### config.mk
export PLATFORM = sky130hd
export DESIGN_NAME = fetch_unit
export DESIGN_NICKNAME = d
export VERILOG_FILES = /design/src/rtl/fetch_unit.sv
export SDC_FILE = /design/constraint.sdc
export NUM_CORES = 1
export LEC_CHECK = 0
export BUFFER_PORTS_ARGS = -buffer_cell sky130_fd_sc_hd__buf_2
export CAP_MARGIN = 30
export CELL_PAD_IN_SITES_DETAIL_PLACEMENT = 1
export CELL_PAD_IN_SITES_GLOBAL_PLACEMENT = 1
export CORE_MARGIN = 4
export CORE_UTILIZATION = 25
export DETAILED_ROUTE_END_ITERATION = 7
export PLACE_DENSITY = 0.8
export SKIP_CTS_REPAIR_TIMING = 1
export SLEW_MARGIN = 10
export SYNTH_ARGS = -nofsm -noshare
export SYNTH_HDL_FRONTEND = slang
export SYNTH_SLANG_ARGS = --single-unit
### constraint.sdc
create_clock -name clk -period 1.7 [get_ports clk]
set_clock_uncertainty 0.05 [all_clocks]
set_input_delay 0.085 -clock clk [delete_from_list [all_inputs] [get_ports clk]]
set_output_delay 0.085 -clock clk [all_outputs]
set_load 0.05 [all_outputs]
### src/rtl/fetch_unit.sv
// fetch_unit: instruction-fetch front end.
// Owns the architectural PC, issues byte-wide imem requests and presents one
// fetch slot per cycle to the fetch/decode register. A small FSM handles
// halt and interrupt entry.
//
// Optional feature macro: BRANCH_PREDICT_EN
//   defined   : predict_taken/predict_target steer RUN slots and next-PC
//   undefined : predictor inputs ignored, RUN slots never override the PC
//
// state   | meaning
// --------+-----------------------------------------------
// S_RUN   | normal fetch, slot valid when imem_ready
// S_INT   | interrupt slot pending, no memory access needed
// S_HALTED| halt accepted, no fetch until resume/int_req
module fetch_unit #(
  parameter int                   PC_SIZE         = 16,
  parameter logic [PC_SIZE-1:0]   RESET_PC        = '0,
  parameter logic [7:0]           HALT_OPCODE     = 8'hFF,
  parameter logic [PC_SIZE-1:0]   INT_VECTOR_BASE = PC_SIZE'(16'h0010),
  parameter int                   INT_STRIDE_LOG2 = 2
) (
  input  logic               clk,
  input  logic               n_rst,
  input  logic               retain,
  input  logic               redirect,
  input  logic [PC_SIZE-1:0] redirect_target,
  input  logic               predict_taken,
  input  logic [PC_SIZE-1:0] predict_target,
  output logic [PC_SIZE-1:0] imem_addr,
  input  logic [7:0]         imem_data,
  input  logic               imem_ready,
  input  logic               int_req,
  input  logic [3:0]         int_code_in,
  output logic               int_ack,
  input  logic               resume,
  output logic               valid,
  output logic               halt,
  output logic               interrupt,
  output logic [3:0]         int_code,
  output logic [PC_SIZE-1:0] pc,
  output logic               pc_override,
  output logic [PC_SIZE-1:0] target,
  output logic [7:0]         instr
);

  typedef enum logic [1:0] {
    S_RUN    = 2'd0,
    S_INT    = 2'd1,
    S_HALTED = 2'd2
  } state_t;

  state_t             state;
  logic [PC_SIZE-1:0] pc_reg;
  logic [PC_SIZE-1:0] pc_inc;
  logic [PC_SIZE-1:0] int_target;
  logic               pred_taken_eff;
  logic [PC_SIZE-1:0] pred_target_eff;
  logic               advance;

`ifdef BRANCH_PREDICT_EN
  assign pred_taken_eff  = predict_taken;
  assign pred_target_eff = predict_target;
`else
  // Predictor inputs are deliberately unused in this build.
  logic unused_predict;
  assign unused_predict  = ^{predict_taken, predict_target};
  assign pred_taken_eff  = 1'b0;
  assign pred_target_eff = '0;
`endif

  assign pc_inc     = pc_reg + PC_SIZE'(1);
  assign int_target = INT_VECTOR_BASE + (PC_SIZE'(int_code_in) << INT_STRIDE_LOG2);
  assign imem_addr  = pc_reg;
  assign pc         = pc_reg;

  // Slot contents; flags are held at zero while reset is asserted so the
  // downstream register never latches a slot during reset.
  always_comb begin
    valid       = 1'b0;
    halt        = 1'b0;
    interrupt   = 1'b0;
    int_code    = 4'd0;
    pc_override = 1'b0;
    target      = '0;
    instr       = 8'h00;
    case (state)
      S_RUN: begin
        valid       = imem_ready;
        instr       = imem_data;
        halt        = (imem_data == HALT_OPCODE);
        pc_override = pred_taken_eff & ~(imem_data == HALT_OPCODE);
        target      = pred_target_eff;
      end
      S_INT: begin
        valid       = 1'b1;
        interrupt   = 1'b1;
        int_code    = int_code_in;
        pc_override = 1'b1;
        target      = int_target;
      end
      default: ;
    endcase
    if (redirect) valid = 1'b0;
    if (!n_rst) begin
      valid       = 1'b0;
      halt        = 1'b0;
      interrupt   = 1'b0;
      int_code    = 4'd0;
      pc_override = 1'b0;
      target      = '0;
      instr       = 8'h00;
    end
  end

  // Handshake with the fetch/decode register; valid already excludes redirect.
  always_comb begin
    advance = valid & ~retain;
    int_ack = (state == S_INT) & advance;
  end

  // PC and FSM update: redirect wins, otherwise move only on slot acceptance
  // (or on halt exit, which needs no slot).
  always_ff @(posedge clk or negedge n_rst) begin
    if (!n_rst) begin
      pc_reg <= RESET_PC;
      state  <= S_RUN;
    end else if (redirect) begin
      pc_reg <= redirect_target;
      state  <= S_RUN;
    end else begin
      case (state)
        S_RUN: begin
          if (advance) begin
            if (halt) begin
              pc_reg <= pc_inc;
              state  <= S_HALTED;
            end else if (pc_override) begin
              pc_reg <= pred_target_eff;
            end else begin
              pc_reg <= pc_inc;
            end
          end
          // An accepted halt wins; the wake-up happens from S_HALTED instead.
          if (int_req && !(advance && halt)) state <= S_INT;
        end
        S_INT: begin
          if (advance) begin
            pc_reg <= int_target;
            state  <= S_RUN;
          end
        end
        S_HALTED: begin
          if (int_req)     state <= S_INT;
          else if (resume) state <= S_RUN;
        end
        default: state <= S_RUN;
      endcase
    end
  end

endmodule

# Word level (Yosys, flattened, before mapping)
# Index checks and enable logic that the tools add are counted.
# word_totals
input_bits,52
elab_cells,49
regBits,18
out_inout_bits,65
# op_classes
add_sub_neg,2
n_mux,27
eq_ne,8
n_reduce_logical,7
n_bitwise,3
# ops
cell,n
$mux 16,6
$pmux 16 s2,1
$add 16x1->16 const B,1
$mux 8,2
$mux 2,7
$ne 4x4->1 const B,3
$eq 8x8->1 const B,1
$mux 4,2
$add 5x6->7 const A,1
$mux 7,1
$mux 1,6
$ne 3x3->1 const B,2
$pmux 2 s3,1
$reduce_and 4->1,1
$reduce_and 3->1,1
$reduce_bool 3->1,1
$and 1x1->1,2
$eq 2x1->1 const B,1
$eq 2x2->1 const B,1
$logic_and 1x1->1,2
$logic_not 2->1,1
$pmux 1 s2,1
$logic_not 1->1,1
$not 1->1,1

# Longest topological paths before layout
# Gate-level depths: netlist of the first run.
# logic_depth
depth_word,11
depth_mapped,5
mapped_depth_nobuf,5

# Worst setup path before layout of the first run
# No wires, ideal clock.
# synth_path
kind,flip-flop to flip-flop
startpoint,register pc_reg[0] (netlist: imem_addr[0])
endpoint,register pc_reg[6] (netlist: imem_addr[6])
path_buffers,0
slack_ps,-384
synth_period_minus_slack_ps,2084
setup_ps,79
t_arrival_ps,1954
path_stages_with_launch,6
required_time_ps,1571
cell_sequence,dfrtp_1 ha_1 nand2_1 or3_1 a311o_2 a2bb2oi_1
# synth_via
elab_chain_cells,6
# synth_lines
item,line,text
from (decl),53,logic [PC_SIZE-1:0] pc_reg;
from (signal assigned),128,pc_reg <= redirect_target;
from (signal assigned),135,pc_reg <= pc_inc;
from (signal assigned),138,pc_reg <= pred_target_eff;
$add 16x1->16 (*),71,assign pc_inc = pc_reg + PC_SIZE'(1);
$mux 16,137,end else if (pc_override) begin
$mux 16 (*),134,if (halt) begin
$mux 16 (*),133,if (advance) begin
$pmux 16 s2 (*),131,case (state)
$mux 16 (*),127,end else if (redirect) begin
# Every way passes the cells marked *; elsewhere a longest branch is shown, timed or not. The select of a mux whose other input is x is not followed.
# A chain may end at the register's enable or synchronous reset.

# Final worst setup path of the first run
# layout_path
startpoint,register state[0]
endpoint,register pc_reg[7] (netlist: imem_addr[7])
# layout_via
elab_chain_cells,8
word_cells_on_any_way,19
cone_classes,eq/ne: 3; mux: 12; bitwise: 1; reduce/logical: 3
# layout_lines
item,line,text
from (decl),52,state_t state;
from (signal assigned),126,state <= S_RUN;
from (signal assigned),129,state <= S_RUN;
from (signal assigned),136,state <= S_HALTED;
$eq 2x1->1,"86, 131",
$mux 1,86,case (state)
$mux 1,104,if (!n_rst) begin
$mux 16,137,
$mux 16,134,
$mux 16,133,
$pmux 16 s2,131,
$mux 16,127,
# Parallel ways exist; a longest one is shown, timed or not. The select of a mux whose other input is x is not followed.

==> results of run 1 <==
-- worst max-delay path: cells and delay by family, from the launching register on --
| kind | cells | cell delay [ns] |
|---|---|---|
| buf+inv | 2 | 0.27 |
| flops | 1 | 0.38 |
| simple gates | 3 | 0.59 |
| compound gates | 1 | 0.36 |
-- registers in the layout, summed over array words and instances (netlist names) --
name / count
imem_addr: 16
state: 2
-- layer usage --
layer  up-vias  GRT usage, %  wire (um)  part of all wire, %
li1        889             -          -                    -
met1       920         17.72       2410                   40
met2        75         26.18       3148                   52
met3         8         3.352        452                  7.4
met4         2         4.533         82                  1.3
met5         -             0          7                 0.11
-- per-stage QoR --
stage	area, um^2	cells	setup slack [ns]	util (%)
3_3_place_gp	2163	359	0.01564	34.07
6_report	2475	375	-0.009648	38.98
4_1_cts	2218	363	-0.1591	34.94
5_1_grt	2475	375	-0.06470	38.98
3_5_place_dp	2163	359	-0.006372	34.07
2_1_floorplan	1722	208	-0.1159	-
-- cell usage in the layout, fill, tap and decap left out, types with 2 or more instances in the layout --
| master | n |
|---|---|
| o311ai_1 | 2 |
| nand3_1 | 8 |
| nand2_1 | 20 |
| clkbuf_4 | 9 |
| buf_2 | 68 |
| conb_1 | 11 |
| nand2b_1 | 2 |
| and2_1 | 9 |
| o211ai_1 | 3 |
| a22oi_1 | 4 |
| nor2_2 | 2 |
| and3_4 | 3 |
| dlygate4sd3_1 | 4 |
| o21a_1 | 2 |
| nor3_1 | 6 |
| nand4b_1 | 3 |
| buf_6 | 10 |
| nand4_1 | 4 |
| and3_1 | 2 |
| or3_1 | 2 |
| nor2_1 | 11 |
| dfrtp_2 | 8 |
| and3_2 | 5 |
| inv_1 | 3 |
| buf_4 | 30 |
| dfrtp_1 | 10 |
| o31ai_1 | 4 |
| clkbuf_8 | 4 |
| o21ai_0 | 2 |
| a21oi_1 | 10 |
| a31oi_1 | 3 |
| nor4_2 | 2 |
-- power breakdown --
group / total, W / switching, W / internal, W
Clock: 0.000367 / 0.000161 / 0.000206
Sequential: 0.000540 / 0.0000659 / 0.000474
Combinational: 0.000955 / 0.000673 / 0.000282
-- how the worst min path moves through the flow --
stage                              from            end  slack (ns)  cells past startpoint
floorplan                         n_rst   imem_addr[0]       -0.26                      0
finish               redirect_target[0]   imem_addr[0]       -0.01                      3
CTS                               n_rst       state[1]       -0.23                      2
global placement                  n_rst   imem_addr[4]        0.05                      2
global route        redirect_target[11]  imem_addr[11]       0.006                      3
detailed placement                n_rst       state[1]        0.05                      2
-- cells in the mapped netlist, drive strengths merged, types with 2 or more instances --
cell type   n
o41ai       2
ha          2
o211ai      3
dfrtp      18
and2       10
nor3        8
nor3b       2
nor4        2
a31oi       3
o21ai       3
clkbuf      4
nor2       13
buf        31
and3       10
nand3       8
or3         3
nand2b      3
a22oi       4
o31ai       4
a21oi      10
nor2b       2
nand2      21
and4        2
o311ai      2
inv         3
nand4b      3
nand4       5
o21a        2
-- area by class of cell --
class                   instances  area, um^2  area share (%)
inverters                       3       11.26          0.4550
flip-flops and latches         18       460.4           18.60
well taps                      77       96.34           3.893
multi-input cells             151        1051           42.47
repair buffers                122       800.8           32.36
clock buffers                   4       55.05           2.224
-- kinds of logic (layout without fill, tap and decap cells) --
family | after synthesis | in the layout
other | 1 | 11
AND/OR/NAND/NOR | 98 | 98
adder cells (fa/ha/maj) | 2 | 2
AO/OA/AOI/OAI | 38 | 38
flip-flops | 18 | 18
buffers and inverters | 39 | 129
multiplexers | 2 | 2
==> impl_metrics.yaml, run 1 <==
clock_tree:
  htree_levels: 1
  tritoncts: "built"
  worstSkewPairLatency_ns: 0.26
  clkSlewWorstSetupHoldPaths_ns: 0.08
  cts_made_buffers: 3
  ctsLongestPathBuffers: 2
  cts_sinks: 18
  cts_root_buffer: "clkbuf_8"
pwr:
  total_power_w: 0.001862
  leakagePower_nw: 1.189
  ir_drop_mv: 0.3248
  p_per_area_nw_per_um2: 752.4
floorplanning:
  rows: 29
  coreArea_um2: 6350
  die_y_um: 88.79
  start_util_pct: 25.69
  pin_count: 117
  dieArea_um2: 7883
  fp.dieW_um: 88.79
cells_and_area:
  fillers: 763
  antenna_cells: 0
  areaGrowthSynthToFinish_pct: 51.69
  nets: 353
  layout-drive-gt1-share_pct: 53.69
timing:
  fin_setup_tns_ns: -0.009648
  hold_ws_ns: -0.01437
  slew_violations: 0
  period_share_pct: 100.6
  fmax_mhz: 584.9
  min_period_ns: 1.710
  setup_violations: 1
  rsz0062_at_grt: "true"
  hold_viol: 1
  finalWorstSetupSlack_ns: -0.009648
grt:
  grtUsageTotal_pct: 14.81
  gr-total-overflow: 0
  antenna_found_initial: 1
  grt_pass1_wl_mm: 9.190
  grt_pass1_vias: 1936
  grt_max_degree: 18
drt:
  drc: 0
  wl_per_cell_um: 16.27
  firstDrtPassIters: 4
  wl_mm: 6.101
  vias: 1894
  drt-initial-drc-count: 108
  via_per_inst: 5.051
  final_antenna_net_count: 0
placement:
  io_buffers: 88
  dp_hpwl_mm: 4.584
  place.gp.congestion: 0.8294
worst_setup_path:
  arrival_ns: 1.85
  slowest_stage: "or4b_1"
  crit_path_start_kind: "flip-flop"
  end_kind: "flip-flop"
  critPathCapture: "imem_addr[7]"
  r2r_cells: 6
  ff2ff_setup_slack_ns: -0.01
  cp_common_cell: "buf_4"
  crit_type: "reg -> reg"
  cp.required_ns: 1.84
  worst-path-max-fanout: 6
  worstPathCellList: "buf_4 -> nor2_1 -> buf_4 -> o31a_4 -> or4b_1 -> nand3_1"
  timing.rr.end: "imem_addr[7]"
  rr_startpoint: "state[0]"
  critPathLaunch: "state[0]"
  cpPeakStageDelay_ns: 0.47
logic_synthesis:
  yosysTopAreaCellShare_pct: 27.61
  yosys.area_share.simple_pct: 35.35
  synthMuxAreaShare_pct: 1.304
  synth_area_um2: 1632
  synth_xor_area_share_pct: 0
  syn_inst: 198
  avgSynthCellArea_um2: 8.240
  yosysWarningCount: 0
  ys_ff_latch: 18
  synth.yosys.seq_area_share_pct: 27.61
  synth_top_family_by_area: "simple AND/OR/NAND/NOR gates"
  yosys.area.top_type: "dfrtp_1"
  async_reset_ff_share_pct: 100.0
  synth-compound-area-share_pct: 17.33
  yosys.cell_types.count: 52
  synth_ff_type: "dfrtp_1"
  ys_top_cells_by_area: "dfrtp_1 (28%), buf_4 (14%), nand2_1 (4.8%)"
  synthAdderAreaFrac_pct: 1.534
  synth-edff-count: 0
run_status:
  violations: "negative hold slack, negative setup slack"
  status: "complete, but fails checks"
min_path:
  hold_class: "in -> reg"
job:
  maxCapViolations: 0
No activity file was read; power rests on OpenSTA's default activity.
==> run 2, diff against run 1 <==
--- a/config.mk
+++ b/config.mk
@@ -5,14 +5,16 @@
 export SDC_FILE = /design/constraint.sdc
 export NUM_CORES = 1
 export LEC_CHECK = 0
+export ABC_AREA = 1
 export BUFFER_PORTS_ARGS = -buffer_cell sky130_fd_sc_hd__buf_2
 export CAP_MARGIN = 30
 export CELL_PAD_IN_SITES_DETAIL_PLACEMENT = 1
 export CELL_PAD_IN_SITES_GLOBAL_PLACEMENT = 1
 export CORE_MARGIN = 4
-export CORE_UTILIZATION = 25
+export CORE_UTILIZATION = 24
 export DETAILED_ROUTE_END_ITERATION = 7
-export PLACE_DENSITY = 0.8
+export GPL_ROUTABILITY_DRIVEN = 0
+export PLACE_DENSITY = 0.79
 export SKIP_CTS_REPAIR_TIMING = 1
 export SLEW_MARGIN = 10
 export SYNTH_ARGS = -nofsm -noshare
==> impl_metrics.yaml, run 2 <==
job:
  maxCapViolations: 0
worst_setup_path:
  arrival_ns: 1.46
  cp.required_ns: 1.56
  crit_path_start_kind: "flip-flop"
  end_kind: "output port"
  crit_type: "reg -> out"
  worst-path-max-fanout: 4
logic_synthesis:
  synth-edff-count: 0
  synth-compound-area-share_pct: 8.947
  synthMuxAreaShare_pct: 0
  synth_top_family_by_area: "simple AND/OR/NAND/NOR gates"
  yosysWarningCount: 0
  synth_area_um2: 1734
  yosys.cell_types.count: 25
  avgSynthCellArea_um2: 6.238
  synthAdderAreaFrac_pct: 1.443
  yosysMostFrequentCell: "nand2_1"
  yosys.area.top_type: "dfrtp_1"
  synth_ff_type: "dfrtp_1"
  async_reset_ff_share_pct: 100.0
  yosys.area_share.simple_pct: 41.20
  synth_commonest_cells: "nand2_1 (80), nor2_1 (40), buf_4 (32)"
  ys_top_cells_by_area: "dfrtp_1 (26%), nand2_1 (17%), buf_4 (14%)"
  ys_ff_latch: 18
  synth.yosys.seq_area_share_pct: 25.97
  synth_xor_area_share_pct: 0
  yosysTopAreaCellShare_pct: 25.97
  syn_inst: 278
timing:
  hold_ws_ns: -0.01351
  min_period_ns: 1.593
  rsz0062_at_grt: "true"
  setup_violations: 0
  period_share_pct: 93.68
  slew_violations: 0
  hold_viol: 2
  fmax_mhz: 627.9
cells_and_area:
  areaGrowthSynthToFinish_pct: 31.02
  layout-drive-gt1-share_pct: 35.69
  antenna_cells: 0
  fin_cells: 449
  mostFrequentLayoutCells: "nand2_1 (80), buf_2 (78), nor2_1 (31)"
  nets: 408
  final_common_cell: "nand2_1"
  largest_reg_flops: 16
grt:
  grt_max_degree: 19
  grtUsageTotal_pct: 14.26
  antenna_found_initial: 0
  grt_pass1_vias: 2204
  grt_pass1_wl_mm: 10.02
  gr-total-overflow: 0
drt:
  drc: 0
  firstDrtPassIters: 3
  drt-initial-drc-count: 53
  final_antenna_net_count: 0
  wl_per_cell_um: 13.55
  vias: 2008
  via_per_inst: 4.472
  wl_mm: 6.085
pwr:
  total_power_w: 0.001997
  leakagePower_nw: 1.254
  p_per_area_nw_per_um2: 879.1
  ir_drop_mv: 0.2370
floorplanning:
  start_util_pct: 25.11
  rows: 30
  fp.dieW_um: 93.01
  pin_count: 117
  coreArea_um2: 6907
  die_y_um: 93.01
  dieArea_um2: 8650
run_status:
  status: "complete, but fails checks"
  violations: "negative hold slack"
clock_tree:
  clkSlewWorstSetupHoldPaths_ns: 0.08
  cts_sinks: 18
  worstSkewPairLatency_ns: 0.26
  tritoncts: "built"
  ctsLongestPathBuffers: 2
  cts_made_buffers: 3
  cts_root_buffer: "clkbuf_8"
  htree_levels: 1
placement:
  dp_hpwl_mm: 4.955
  dp.cells: 444
  io_buffers: 88
min_path:
  hold_class: "in -> reg"
## run 2: cell count changes in the layout (fill, tap and decap cells not counted), sizes merged, moves of 5 or more
| cell | delta |
|---|---|
| and3 | -10 |
| a21oi | -9 |
| buf | -16 |
| nand4 | +8 |
| clkbuf | -6 |
| inv | +29 |
| and2 | -10 |
| nand2 | +61 |
| nor2 | +28 |
| nand3 | +18 |
| o21ai | +6 |
| nor3 | -5 |
| o21bai | +5 |
## run 2: kinds of logic (layout without fill, tap and decap cells)
family,Yosys count,after routing
other,1,11
AO/OA/AOI/OAI,22,22
adder cells (fa/ha/maj),2,2
AND/OR/NAND/NOR,167,167
buffers and inverters,68,133
flip-flops,18,18
## run 2: layout make-up
class,count,area [um^2]
fillers,967,4634
inverters,32,125.1
flip-flops and latches,18,459.2
repair buffers,97,543.0
well taps,96,120.1
clock buffers,4,45.04
multi-input cells,202,979.7
## run 2: power breakdown
part | switching [W] | total, W | internal, W | leakage (nW)
Clock | 0.000155 | 0.000322 | 0.000167 | 0.0228
Sequential | 0.0000904 | 0.000577 | 0.000486 | 0.210
Combinational | 0.000844 | 0.00110 | 0.000255 | 1.02
Total | 0.00109 | 0.00200 | 0.000908 | 1.25
## run 2: worst max-delay path: stages (launching register included)
cell     delay (ns)
dfrtp_2        0.44
inv_1          0.06
nand2_1        0.11
nor2_2         0.17
inv_1          0.11
nor2_2         0.13
buf_6          0.18
## run 2: final timing paths
check / from / to / cells after the start / slack [ns]
min: redirect_target[0] / imem_addr[0] / 3 / -0.01
min in group asynchronous: n_rst / imem_addr[10] / 3 / 0.29
min reg2reg: imem_addr[8] / imem_addr[8] / 2 / 0.53
max in group asynchronous: n_rst / state[1] / 3 / 1.07
max reg2reg: imem_addr[0] / imem_addr[6] / 9 / 0.17
max: state[1] / int_code[2] / 6 / 0.11
## run 2: routing by layer
| layer | global-route usage (%) | part of all wire, % | up-vias |
|---|---|---|---|
| li1 | - | - | 993 |
| met4 | 3.419 | 1.2 | 0 |
| met2 | 26.09 | 51 | 65 |
| met5 | 0 | 0 | - |
| met1 | 16.45 | 41 | 943 |
| met3 | 3.781 | 6.7 | 7 |
## run 2: metrics by stage
step	instance area (um^2)	setup slack [ns]	utilization (%)	setup TNS (ns)
finish	2272	0.1074	32.90	0
global route	2272	-0.02172	32.90	-0.05761
CTS	2212	-0.09438	32.03	-0.09438
detailed placement	2167	0.1461	31.38	0
global placement	2167	0.2223	31.38	0
floorplan	1812	-0.1609	-	-0.4827
==> run 3, diff against run 2 <==
--- a/config.mk
+++ b/config.mk
@@ -12,11 +12,11 @@
 export CELL_PAD_IN_SITES_GLOBAL_PLACEMENT = 1
 export CORE_MARGIN = 4
 export CORE_UTILIZATION = 24
+export CTS_BUF_LIST = sky130_fd_sc_hd__clkbuf_16
 export DETAILED_ROUTE_END_ITERATION = 7
 export GPL_ROUTABILITY_DRIVEN = 0
 export PLACE_DENSITY = 0.79
 export SKIP_CTS_REPAIR_TIMING = 1
-export SLEW_MARGIN = 10
 export SYNTH_ARGS = -nofsm -noshare
 export SYNTH_HDL_FRONTEND = slang
 export SYNTH_SLANG_ARGS = --single-unit
==> impl_metrics.yaml, run 3 (synthesized netlist as in run 2, its figures left out) <==
run_status:
  status: "complete, but fails checks"
  violations: "negative hold slack"
floorplanning:
  dieArea_um2: 8650
  coreArea_um2: 6907
  die_y_um: 93.01
  pin_count: 117
  fp.dieW_um: 93.01
  start_util_pct: 25.11
  rows: 30
worst_setup_path:
  rr_startpoint: "imem_addr[0]"
  cp.required_ns: 1.56
  worstPathBufferInverterCount: 4
  cpPeakStageDelay_ns: 0.44
  worst-path-max-fanout: 9
  path_depth: 9
  worstPathCellList: "inv_2 -> nand2_2 -> nand2_2 -> nor2_4 -> nand2_1 -> inv_1 -> nand2_1 -> inv_1 -> buf_4"
  critPathTopFamily: "flip-flops"
  timing.rr.end: "imem_addr[6]"
  crit_type: "reg -> out"
  r2r_cells: 9
  ff2ff_setup_slack_ns: 0.16
  end_kind: "output port"
  arrival_ns: 1.48
  slowest_stage: "dfrtp_2"
  crit_path_start_kind: "flip-flop"
pwr:
  pwr-share-comb_pct: 50.6
  p_int_w: 0.001053
  leakagePower_nw: 1.273
  pwr-share-clk_pct: 22.9
  p_per_area_nw_per_um2: 947.1
  sequentialPowerShare_pct: 26.6
  total_power_w: 0.002169
  ir_drop_mv: 0.2883
  swShare_pct: 51.44
  switchingPower_w: 0.001116
cells_and_area:
  layout-drive-gt1-share_pct: 35.41
  nets: 408
  fin_cells: 449
  largest_reg_flops: 16
  post-route-util_pct: 33.15
  mostFrequentLayoutCells: "nand2_1 (80), buf_2 (80), nor2_1 (31)"
  areaGrowthSynthToFinish_pct: 32.03
  antenna_cells: 0
placement:
  dp.cells: 444
  io_buffers: 88
  dp_hpwl_mm: 4.955
  dp_slack_ns: 0.1461
drt:
  drt-initial-drc-count: 54
  wl_mm: 6.092
  final_antenna_net_count: 0
  highest_layer: "met4"
  firstDrtPassIters: 4
  wl_per_cell_um: 13.57
  vias: 2024
  wirelength_met1_mm: 2.519
  via_per_inst: 4.508
  dr_wl_met3_um: 428
  drc: 0
  route.met2.wl_mm: 3.067
timing:
  fin_setup_tns_ns: 0
  min_period_ns: 1.617
  slew_violations: 0
  fmax_mhz: 618.4
  finalWorstSetupSlack_ns: 0.08282
  hold_ws_ns: -0.01131
  rsz0062_at_grt: "true"
  setup_violations: 0
  period_share_pct: 95.13
  hold_viol: 2
grt:
  grt_pass1_vias: 2204
  grtUsageTotal_pct: 14.42
  gr-total-overflow: 0
  antenna_found_initial: 0
  grt_max_degree: 19
  grt_pass1_wl_mm: 10.10
job:
  maxCapViolations: 0
min_path:
  hold_start: "redirect_target[0]"
  hold_class: "in -> reg"
  min_delay_path_depth: 3
  min_to: "imem_addr[0]"
clock_tree:
  cts_made_buffers: 3
  cts_sinks: 18
  ctsLongestPathBuffers: 2
  clkSlewWorstSetupHoldPaths_ns: 0.06
  worstSkewPairLatency_ns: 0.25
  cts_root_buffer: "clkbuf_16"
  tritoncts: "built"
  htree_levels: 1
[run 3: changes by cell type in the layout (fill, tap and decap cells not counted), sizes merged]
cell and delta:
clkbuf -1, inv +1
[run 3: worst max path at each step]
stage                                to  slack [ns]          from
after floorplan             int_code[2]       -0.16      state[1]
after global placement    imem_addr[15]        0.22  imem_addr[7]
after detailed placement  imem_addr[15]        0.15  imem_addr[7]
after CTS                       int_ack       -0.08      state[1]
after global routing            int_ack       -0.04      state[0]
final                           int_ack        0.08      state[0]
[run 3: power groups by stage]
| stage | clock, W | combinational [W] | sequential (W) |
|---|---|---|---|
| after floorplan | 0 | 0.000732 | 0.000749 |
| after global placement | 0 | 0.00107 | 0.000580 |
| after detailed placement | 0 | 0.00110 | 0.000587 |
| after CTS | 0.000499 | 0.00110 | 0.000580 |
| after global routing | 0.000523 | 0.00118 | 0.000595 |
| final | 0.000496 | 0.00110 | 0.000577 |
[run 3: metrics by stage]
step                      hold slack, ns  cell area [um^2]
after floorplan                  -0.2606              1812
after global placement           0.02341              2167
after detailed placement         0.03320              2167
after CTS                        -0.2371              2246
after global routing             0.01935              2290
final                           -0.01131              2290
[run 3: worst min-delay path: stages]
cell and delay [ns]:
buf_2 0.08, nand2_1 0.04, nand2_1 0.05
[run 3: layout make-up]
cell class              count  area, um^2
fillers                   968        4617
multi-input cells         202       979.7
repair buffers             97       530.5
flip-flops and latches     18       457.9
inverters                  32       122.6
well taps                  96       120.1
clock buffers               3       75.07
clock inverters             1       3.754
[run 3: routing by layer]
| layer | up-vias | track usage [%] |
|---|---|---|
| met5 | - | 0 |
| met4 | 0 | 3.419 |
| met3 | 9 | 4.023 |
| met2 | 71 | 26.39 |
| met1 | 951 | 16.50 |
| li1 | 993 | - |
